### src/rtl/avalon_tx_fifo_csr.sv
// Avalon-MM slave CSR block feeding a show-ahead TX FIFO that drains to a valid/ready stream.
// DATA pushes, STATUS/CONTROL/TXCNT expose FIFO state; waitrequest stalls DATA writes while full.
module avalon_tx_fifo_csr #(
  parameter int unsigned DWIDTH = 32,
  parameter int unsigned AWIDTH = 2,
  parameter int unsigned DEPTH  = 8
) (
  input  logic              clk_i,
  input  logic              rst_n_i,
  input  logic [AWIDTH-1:0] avs_address,
  input  logic              avs_write,
  input  logic [DWIDTH-1:0] avs_writedata,
  input  logic              avs_read,
  output logic              avs_waitrequest,
  output logic [DWIDTH-1:0] avs_readdata,
  output logic              avs_readdatavalid,
  output logic [DWIDTH-1:0] st_data_o,
  output logic              st_valid_o,
  input  logic              st_ready_i
);

  localparam int unsigned PW = $clog2(DEPTH);

  localparam logic [AWIDTH-1:0] REG_DATA   = AWIDTH'(0);
  localparam logic [AWIDTH-1:0] REG_STATUS = AWIDTH'(1);
  localparam logic [AWIDTH-1:0] REG_CTRL   = AWIDTH'(2);
  localparam logic [AWIDTH-1:0] REG_TXCNT  = AWIDTH'(3);

  logic [DWIDTH-1:0] mem [DEPTH];
  logic [PW-1:0]     rd_ptr;
  logic [PW-1:0]     wr_ptr;
  logic [PW:0]       used;
  logic              enable;
  logic [31:0]       txcnt;

  logic              full;
  logic              empty;
  logic              wr_acc;
  logic              push;
  logic              pop;
  logic              ctrl_wr;
  logic              clr;
  logic              txcnt_wr;
  logic              rd_acc;
  logic [DWIDTH-1:0] rd_mux;

  assign full            = (used == (PW+1)'(DEPTH));
  assign empty           = (used == '0);
  assign avs_waitrequest = avs_write & (avs_address == REG_DATA) & full;
  assign wr_acc          = avs_write & ~avs_waitrequest;
  assign push            = wr_acc & (avs_address == REG_DATA);
  assign ctrl_wr         = wr_acc & (avs_address == REG_CTRL);
  assign clr             = ctrl_wr & avs_writedata[1];
  assign txcnt_wr        = wr_acc & (avs_address == REG_TXCNT);
  // A read issued alongside a write is dropped entirely.
  assign rd_acc          = avs_read & ~avs_write;

  assign st_valid_o = enable & ~empty;
  assign pop        = st_valid_o & st_ready_i;
  assign st_data_o  = mem[rd_ptr];

  always_ff @(posedge clk_i) begin
    if (push) begin
      mem[wr_ptr] <= avs_writedata;
    end
  end

  // Clear overrides any pop on the same edge; push and clear never coincide.
  always_ff @(posedge clk_i or negedge rst_n_i) begin
    if (!rst_n_i) begin
      rd_ptr <= '0;
      wr_ptr <= '0;
      used   <= '0;
    end else if (clr) begin
      rd_ptr <= '0;
      wr_ptr <= '0;
      used   <= '0;
    end else begin
      if (push) wr_ptr <= wr_ptr + PW'(1);
      if (pop)  rd_ptr <= rd_ptr + PW'(1);
      case ({push, pop})
        2'b10:   used <= used + (PW+1)'(1);
        2'b01:   used <= used - (PW+1)'(1);
        default: used <= used;
      endcase
    end
  end

  always_ff @(posedge clk_i or negedge rst_n_i) begin
    if (!rst_n_i) begin
      enable <= 1'b0;
      txcnt  <= '0;
    end else begin
      if (ctrl_wr) enable <= avs_writedata[0];
      if (txcnt_wr) begin
        txcnt <= '0;
      end else if (pop && !clr) begin
        txcnt <= txcnt + 32'd1;
      end
    end
  end

  always_comb begin
    rd_mux = '0;
    case (avs_address)
      REG_STATUS: begin
        rd_mux[15:0] = 16'(used);
        rd_mux[16]   = empty;
        rd_mux[17]   = full;
      end
      REG_CTRL:  rd_mux[0] = enable;
      REG_TXCNT: rd_mux = DWIDTH'(txcnt);
      default:   rd_mux = '0;
    endcase
  end

  always_ff @(posedge clk_i or negedge rst_n_i) begin
    if (!rst_n_i) begin
      avs_readdata      <= '0;
      avs_readdatavalid <= 1'b0;
    end else begin
      avs_readdatavalid <= rd_acc;
      if (rd_acc) avs_readdata <= rd_mux;
    end
  end

endmodule

### config.mk
export PLATFORM = sky130hd
export DESIGN_NAME = avalon_tx_fifo_csr
export DESIGN_NICKNAME = d
export VERILOG_FILES = /design/src/rtl/avalon_tx_fifo_csr.sv
export SDC_FILE = /design/constraint.sdc
export NUM_CORES = 1
export LEC_CHECK = 0
export CORE_ASPECT_RATIO = 0.6
export CORE_MARGIN = 2
export CORE_UTILIZATION = 62
export DETAILED_ROUTE_END_ITERATION = 8
export PLACE_DENSITY = 0.89
export SETUP_SLACK_MARGIN = 0.2
export SYNTH_ARGS = -nofsm -noshare
export SYNTH_HDL_FRONTEND = slang
export SYNTH_SLANG_ARGS = --single-unit
### constraint.sdc
create_clock -name clk_i -period 7.7 [get_ports clk_i]
set_input_delay 1.54 -clock clk_i [delete_from_list [all_inputs] [get_ports clk_i]]
set_output_delay 1.54 -clock clk_i [all_outputs]
set_load 0.05 [all_outputs]
==> impl_metrics.ini <==
[power_and_ir_drop]
p_leak_nw = 5.38
ir_drop_uv = 288
powerDensity_nw_per_um2 = 334

[worst_setup_path]
worstSetupEndpointType = output port
crit_buf_inv = 2
crit_path_frequent_cell = clkdlybuf4s50_1
cp_data_arrival_time_ns = 3.79
cp.required_ns = 6.16
path_cells = clkdlybuf4s50_1 -> or3b_2 -> nor2_1 -> clkdlybuf4s50_1
worst_path_max_delay_cell = clkdlybuf4s50_1
crit_path_max_fanout = 16
max_stage_delay_ns = 0.81
cpLargestDelayFamily = buffers and inverters
criticalPathCategory = input port to output port
cp-start-kind = input port

[yosys]
synth-async-reset-ratio_pct = 22.9
synth_cells = 711
synth_edf_count = 256
ys_ff_latch = 332
synth-main-ff-cell = edfxtp_1
yosysSeqAreaShare_pct = 73.1
syn_area_sq_um = 13100
synth_nets = 754
synthDistinctLibCells = 42
synth.avg_cell_area_sq_um = 18.5
yosys_warnings = 0

[die]
dieArea_sq_um = 22400
initial_utilization_pct = 62.9
fp.dieW_um = 192
die_y_um = 117
core_sq_um = 20900
num_rows = 41
ioPinCount = 106

[sta]
rsz0062_at_grt = false
slew_violations = 0
hold_violations = 0
finClkSkew_ns = 0.0144
min_period_over_period_pct = 69.3
fmax_mhz = 187
setup_violations = 0
max_slew_margin_pct = 17.3
worst_slack_ns = 2.37
period_needed_ns = 5.33
worst_slew_pin_slew_ns = 1.24
fin_tns_setup_ns = 0

[route]
drt_iter0_markers = 555
wire_per_inst_um = 23.4
drt_pass1_iterations = 5
drc_errors = 0
routed_via_density = 6.25
drt_wl_total_mm = 26.3
vias = 7020
postRouteAntennaNets = 0

[clock_tree]
root_buffer = clkbuf_16
cts_tree = done
cts_sinks = 332
numCtsBuffers = 29
clockBufferDepth = 3
cts.clk_slew.worst_paths_ns = 0.07
post_cts_resized = 0
post-cts-setup-buffer-count = 0
htree_num_levels = 1
worstSkewPairLatency_ns = 0.54
ctsHoldBuffers = 0

[global_route]
grt_max_degree = 77
gr-total-overflow = 0
grt_pass1_vias = 7423
grt_pass1_wl_mm = 41.2
antenna_found_initial = 0
grt_usage_pct = 24.4

[finish]
area_growth_pct = 18.1
fill_cells = 1176
final_cells = 1123
diodes = 0
final_util_pct = 74.2
drive_gt1_share_pct = 21.0
final_nets = 865

[placement]
pre_cts_slack_ns = 2.41
place_inst = 1070
gp_congestion = 0.835
hpwlAfterDp_mm = 15.2
io_buffer_count = 105

[run]
drv_cap = 0

[status]
status = complete, no violations

[hold_path]
worst_hold_path_type = flip-flop to flip-flop
-- layout make-up --
cell class / count / area, sq um / share of cell area [%]
well taps: 279 / 349 / 2.25
repair buffers: 118 / 1140 / 7.38
flip-flops and latches: 332 / 9600 / 61.9
inverters: 4 / 15.0 / 0.0969
clock buffers: 34 / 764 / 4.93
clock inverters: 19 / 224 / 1.45
multi-input cells: 337 / 3410 / 22.0
-- report_power, final --
group          switching, mW  internal [mW]
sequential             0.146           2.02
clock                  0.615          0.877
combinational          0.861          0.666
-- kinds of logic after synthesis --
family / share of synthesized area [%]
buf+inv: 1.37
mux: 14.5
flops: 73.1
compound gates: 2.61
simple gates: 5.86
fa+ha+maj: 0.381
xor+xnor: 2.20
-- metrics by stage --
stage | cell area (sq um) | hold WS (ns) | power, mW
2_1_floorplan | 13100 | 0.475 | 3.28
3_3_place_gp | 14500 | 0.476 | 3.68
3_5_place_dp | 14500 | 0.481 | 3.73
4_1_cts | 15500 | 0.495 | 5.22
5_1_grt | 15500 | 0.517 | 5.38
6_report | 15500 | 0.489 | 5.18
-- synth_stat cells, types with 4 or more instances --
cell type / instances / share of area, %
edfxtp_1: 256 / 59
or4_1: 4 / 0.23
dfrtp_1: 76 / 14
nand2_1: 30 / 0.86
a21oi_1: 6 / 0.23
buf_2: 8 / 0.31
mux4_2: 64 / 11
inv_1: 4 / 0.11
nor2_1: 45 / 1.3
xnor2_1: 10 / 0.67
buf_1: 5 / 0.14
a22o_1: 26 / 1.7
nand4_1: 17 / 0.81
xor2_1: 23 / 1.5
clkbuf_1: 22 / 0.63
nor3_1: 9 / 0.34
and2_1: 4 / 0.19
and3_1: 8 / 0.38
o21ai_0: 8 / 0.31
o211ai_1: 4 / 0.23
nand3_1: 10 / 0.38
mux2i_1: 7 / 0.53
ha_1: 4 / 0.38
mux2_2: 35 / 3.0
-- worst paths after layout --
check,startpoint,to,slack (ns),cells after the start
hold / removal,avs_readdata[2],avs_readdata[2],0.49,2
setup / recovery,avs_address[1],avs_waitrequest,2.37,4
setup reg to reg,used[1],txcnt[29],5.00,5
min in group asynchronous,rst_n_i,avs_readdata[8],1.21,2
hold reg to reg,avs_readdata[2],avs_readdata[2],0.49,2
max in group asynchronous,rst_n_i,rd_ptr[0],5.74,2
-- flip-flops by register name, indices dropped and copies added, names as in the netlist --
signal / cells
avs_readdata: 32
rd_ptr: 3
used: 4
wr_ptr: 3
enable: 1
txcnt: 32
mem: 256
avs_readdatavalid: 1
-- cell usage in the layout (no fill, tap or decap), types with 4 or more instances in the layout --
cell               n
a21oi_1            6
a22o_1            26
and2_1             4
and3_1             8
buf_4             13
bufinv_16          5
clkbuf_16         29
clkdlybuf4s50_1  104
clkinv_2           9
dfrtp_1           73
edfxtp_1         256
ha_1               4
inv_1              4
mux2_2            35
mux2i_1            7
mux4_2            64
nand2_1           30
nand3_1           10
nand4_1           17
nor2_1            42
nor3_1             5
nor3_2             4
o211ai_1           4
o21ai_0            8
or4_1              4
xnor2_1           10
xor2_1            23
-- per-layer routing --
| layer | vias up | track usage (%) | wire [um] |
|---|---|---|---|
| met3 | 52 | 3.97 | 1670 |
| met1 | 3679 | 34.9 | 11100 |
| met5 | - | 0 | 0 |
| met2 | 268 | 40.1 | 12900 |
| met4 | 0 | 6.46 | 570 |
| li1 | 3021 | - | - |
-- worst register-to-register path, delay by kind of cell (launching register included) --
kind	cells	cell delay (ns)
simple gates	5	2.09
flops	1	0.55
Power figures use the tool's default switching activity.
